[src/rtl/prog_loader.sv]
// rtl/prog_loader.sv - streams a length-prefixed program from the host into instruction memory, then enables the CPU.
// Define LOADER_CHECKSUM_EN to require a trailing mod-2^DATA_W sum word before the CPU is released.
module prog_loader #(
  parameter int ADDR_W = 11,
  parameter int DATA_W = 32
) (
  input  logic              clk,
  input  logic              resetn,
  input  logic              load_req,
  input  logic              s_valid,
  input  logic [DATA_W-1:0] s_data,
  output logic              s_ready,
  output logic              w_enable,
  output logic [ADDR_W-1:0] w_adrs,
  output logic [DATA_W-1:0] w_instruction,
  output logic              cpu_en,
  output logic              busy,
  output logic              err
);

  typedef enum logic [2:0] {
    S_IDLE,
    S_HDR,
    S_DATA,
    S_RUN,
    S_ERR
`ifdef LOADER_CHECKSUM_EN
    , S_CHK
`endif
  } state_t;

  localparam logic [ADDR_W:0] CNT_ONE = {{ADDR_W{1'b0}}, 1'b1};

  state_t            state_q, state_d;
  logic [ADDR_W:0]   len_q, len_d;
  logic [ADDR_W:0]   cnt_q, cnt_d;
  logic              w_enable_q, w_enable_d;
  logic [ADDR_W-1:0] w_adrs_q, w_adrs_d;
  logic [DATA_W-1:0] w_instruction_q, w_instruction_d;
  logic              cpu_en_q, cpu_en_d;
`ifdef LOADER_CHECKSUM_EN
  logic [DATA_W-1:0] sum_q, sum_d;
`endif

  logic [ADDR_W:0] hdr_len;
  logic            hdr_bad;
  logic [ADDR_W:0] cnt_inc;

  // A header is legal only for 1..2^ADDR_W words.
  assign hdr_len = s_data[ADDR_W:0];
  assign hdr_bad = (hdr_len == '0) || (hdr_len[ADDR_W] && (|hdr_len[ADDR_W-1:0]));
  assign cnt_inc = cnt_q + CNT_ONE;

  always_comb begin
    state_d         = state_q;
    len_d           = len_q;
    cnt_d           = cnt_q;
    w_enable_d      = 1'b0;
    w_adrs_d        = w_adrs_q;
    w_instruction_d = w_instruction_q;
`ifdef LOADER_CHECKSUM_EN
    sum_d           = sum_q;
`endif
    s_ready         = 1'b0;

    case (state_q)
      S_IDLE: begin
        if (load_req) state_d = S_HDR;
      end
      S_HDR: begin
        s_ready = 1'b1;
        if (s_valid) begin
          len_d   = hdr_len;
          cnt_d   = '0;
`ifdef LOADER_CHECKSUM_EN
          sum_d   = '0;
`endif
          state_d = hdr_bad ? S_ERR : S_DATA;
        end
      end
      S_DATA: begin
        s_ready = 1'b1;
        if (s_valid) begin
          w_enable_d      = 1'b1;
          w_adrs_d        = cnt_q[ADDR_W-1:0];
          w_instruction_d = s_data;
          cnt_d           = cnt_inc;
`ifdef LOADER_CHECKSUM_EN
          sum_d           = sum_q + s_data;
          if (cnt_inc == len_q) state_d = S_CHK;
`else
          if (cnt_inc == len_q) state_d = S_RUN;
`endif
        end
      end
`ifdef LOADER_CHECKSUM_EN
      S_CHK: begin
        s_ready = 1'b1;
        if (s_valid) state_d = (s_data == sum_q) ? S_RUN : S_ERR;
      end
`endif
      S_RUN: begin
        if (load_req) state_d = S_HDR;
      end
      S_ERR: begin
        if (load_req) state_d = S_HDR;
      end
      default: state_d = S_IDLE;
    endcase

    // Lagging the state by one edge puts cpu_en after the final write strobe.
    cpu_en_d = (state_q == S_RUN) && !load_req;
  end

  always_ff @(posedge clk or negedge resetn) begin
    if (!resetn) begin
      state_q         <= S_IDLE;
      len_q           <= '0;
      cnt_q           <= '0;
      w_enable_q      <= 1'b0;
      w_adrs_q        <= '0;
      w_instruction_q <= '0;
      cpu_en_q        <= 1'b0;
`ifdef LOADER_CHECKSUM_EN
      sum_q           <= '0;
`endif
    end else begin
      state_q         <= state_d;
      len_q           <= len_d;
      cnt_q           <= cnt_d;
      w_enable_q      <= w_enable_d;
      w_adrs_q        <= w_adrs_d;
      w_instruction_q <= w_instruction_d;
      cpu_en_q        <= cpu_en_d;
`ifdef LOADER_CHECKSUM_EN
      sum_q           <= sum_d;
`endif
    end
  end

  assign w_enable      = w_enable_q;
  assign w_adrs        = w_adrs_q;
  assign w_instruction = w_instruction_q;
  assign cpu_en        = cpu_en_q;
`ifdef LOADER_CHECKSUM_EN
  assign busy          = (state_q == S_HDR) || (state_q == S_DATA) || (state_q == S_CHK);
`else
  assign busy          = (state_q == S_HDR) || (state_q == S_DATA);
`endif
  assign err           = (state_q == S_ERR);

endmodule

[config.mk]
export PLATFORM = sky130hd
export DESIGN_NAME = prog_loader
export DESIGN_NICKNAME = d
export VERILOG_FILES = /design/src/rtl/prog_loader.sv
export SDC_FILE = /design/constraint.sdc
export NUM_CORES = 1
export LEC_CHECK = 0
export ABC_AREA = 1
export CORE_MARGIN = 2
export CORE_UTILIZATION = 47
export DETAILED_ROUTE_END_ITERATION = 6
export PLACE_DENSITY = 0.77
export SLEW_MARGIN = 20
export SYNTH_ARGS = -nofsm -noshare
export SYNTH_HDL_FRONTEND = slang
export SYNTH_SLANG_ARGS = --single-unit
[constraint.sdc]
create_clock -name clk -period 3.3 [get_ports clk]
set_input_delay 0.495 -clock clk [delete_from_list [all_inputs] [get_ports clk]]
set_output_delay 0.495 -clock clk [all_outputs]
set_load 0.005 [all_outputs]
==> reports/metrics.yaml <==
run_status:
  status: "complete, no violations"
cts:
  cts_setup_buffers: 0
  htreeDepth: 3
  cts_tree: "done"
  cts_resized: 0
  cts_hold_buf: 0
  clkLatencyLatePin_ns: 0.35
  clock_sinks: 72
  clock_path_buffers: 2
  cts_buffers: 9
  clk_pin_slew_ns: 0.08
  cts_root_buffer: "clkbuf_8"
routing:
  drc: 0
  first_pass_iters: 5
  routed-via-count: 2858
  vias_per_cell: 5.05
  post_drt_wl_per_cell_um: 13.5
  final_antenna_net_count: 0
  initialDrtViolationCount: 133
  wirelength_um: 7640
die:
  die_x_um: 87.2
  core_mm2: 0.00676
  die_area_mm2: 0.00761
  io_pins: 84
  start_util_pct: 48.2
  dieHeight_um: 87.2
  fp-row-count: 30
synthesis:
  postSynthAreaPerCell_um2: 8.18
  synth.largest_area_cell: "dfrtp_1"
  async_flop_share_pct: 100
  mappedNetlistArea_mm2: 0.00326
  synth_seq_cells: 72
  synth_edf_count: 0
  netlist.area_leader.share_pct: 55.3
  yosysMostFrequentCell: "nand2_1"
  synth_warnings: 0
  synthCells: 398
  seq_area_frac_synth_pct: 55.3
  ys.flop_type: "dfrtp_1"
  synth_cell_type_count: 22
  synth_area_leaders: "dfrtp_1 55%, nand2_1 17%, o21ai_0 5.7%"
  synth_commonest_cells: "151 x nand2_1, 72 x dfrtp_1, 43 x inv_1"
  syn_nets: 436
timing:
  finalSetupViolCount: 0
  slew_headroom_pct: 46.1
  fin_ws_ns: 0.904
  post-route-min-period_ns: 2.40
  tns_ns: 0
  worst_pin_slew_ns: 0.809
  fin_skew_ns: 0.00569
  hold_viol: 0
  fmax_mhz: 417
  rsz0062_at_grt: "false"
  maxSlewViolCount: 0
  post-route-period-util_pct: 72.6
worst_setup_path:
  r2r-end: "w_instruction[15]$_DFFE_PN0P_"
  crit_path_start_kind: "register"
  cp-end-kind: "output port"
  r2r-start: "state_q[0]$_DFFE_PN0P_"
  startpoint: "state_q[0]$_DFFE_PN0P_"
  cp_max_fo: 4
  critical-path-max-stage-delay_ns: 0.50
  rrSetupSlack_ns: 1.13
  critical_path_class: "reg2out"
  cp_slowest_cell: "clkdlybuf4s50_1"
  cp_data_arrival_time_ns: 1.90
  rr_worst_depth: 7
  crit_chain: "inv_1 -> nand2_1 -> nor2_1 -> inv_1 -> nand2_1 -> clkdlybuf4s50_1"
  required_ns: 2.80
layout:
  fin_nets: 519
  multi_input_area_mm2: 0.00123
  antennaDiodeCount: 0
  syn_to_final_growth_pct: 35.2
  regArea_mm2: 0.00180
  fillers: 571
  drive_above_1_share_pct: 5.35
power_and_ir_drop:
  ir_drop_mv: 0.420
  leakagePower_uw: 0.00213
  powerDensity_mw_per_mm2: 821
run:
  max_cap_viol_count: 0
global_route:
  grt_max_degree: 50
  grt_usage_pct: 21.9
  antenna_found_initial: 0
  grt_pass1_vias: 2832
  grt_pass1_wl_um: 12900
  grt_overflow_total: 0
place:
  hpwl_um: 5490
  pre_cts_slack_ns: 1.00
  io_buffers: 83
  gp_congestion: 0.851
min_path:
  hold_path_class: "in2async"
## layout by cell type (no fill, tap or decap), types with 4 or more instances in the layout
cell type	instances
o22ai_1	10
dfrtp_1	72
nand3b_1	5
nor2_1	20
o21ai_0	37
nor3_1	4
clkbuf_8	9
inv_1	43
nand3_1	21
nand2_1	150
nand4_1	5
clkdlybuf4s50_1	82
nand2_2	5
## kinds of logic after synthesis
| logic type | Yosys count | synth area share, % |
|---|---|---|
| XOR/XNOR | 4 | 1.50 |
| AND/OR/NAND/NOR | 215 | 27.7 |
| flip-flops | 72 | 55.3 |
| buffers and inverters | 57 | 6.88 |
| adder cells (fa/ha/maj) | 2 | 0.768 |
| AO/OA/AOI/OAI | 48 | 7.84 |
## flip-flops by register name, indices dropped and copies added (netlist names)
| name | cells |
|---|---|
| cnt_q | 12 |
| state_q | 3 |
| w_adrs | 11 |
| w_instruction | 32 |
| w_enable | 1 |
| cpu_en | 1 |
| len_q | 12 |
## critical path, delay by kind of cell (launching register included)
| kind | cells | cell delay [ns] |
|---|---|---|
| buffers and inverters | 3 | 0.72 |
| flip-flops | 1 | 0.39 |
| AND/OR/NAND/NOR | 3 | 0.45 |
## how the worst max path moves through the flow
stage / cells past startpoint / slack [ns] / to
final: 6 / 0.90 / busy
after global routing: 6 / 0.73 / s_ready
after CTS: 6 / 0.90 / busy
after detailed placement: 5 / 1.00 / w_instruction[15]$_DFFE_PN0P_
after global placement: 5 / 1.07 / w_adrs[0]$_DFFE_PN0P_
after floorplan: 14 / 1.61 / state_q[2]$_DFFE_PN0P_
## area by class of cell
class	instances	area share (%)
flip-flops and latches	72	40.9
inverters	43	3.67
repair buffers	86	19.6
well taps	80	2.27
clock buffers	10	2.90
clock inverters	6	2.64
multi-input cells	269	28.0
## stage by stage
stage | utilization, % | instance area [µm²] | total power, µW | hold WS (ns) | cells
final | 65.1 | 4400 | 3610 | 0.234 | 566
after global routing | 65.1 | 4400 | 3870 | 0.291 | 566
after CTS | 65.1 | 4400 | 3630 | 0.262 | 566
after detailed placement | 61.5 | 4160 | 2780 | 0.470 | 550
after global placement | 61.5 | 4160 | 2730 | 0.462 | 550
after floorplan | - | 3260 | 2020 | 0.199 | 398
## routing by layer
metal	up-vias	part of all wire, %	global-route usage, %
met1	1330	43	27.2
met4	0	0.97	7.13
met3	9	7.8	7.77
li1	1427	-	-
met2	92	48	35.6
met5	-	0	0
## report_power, final
group          switching, µW  internal (µW)
Clock                    344            508
Sequential               229           1220
Combinational            577            731
No activity file was read; power rests on OpenSTA's default activity.
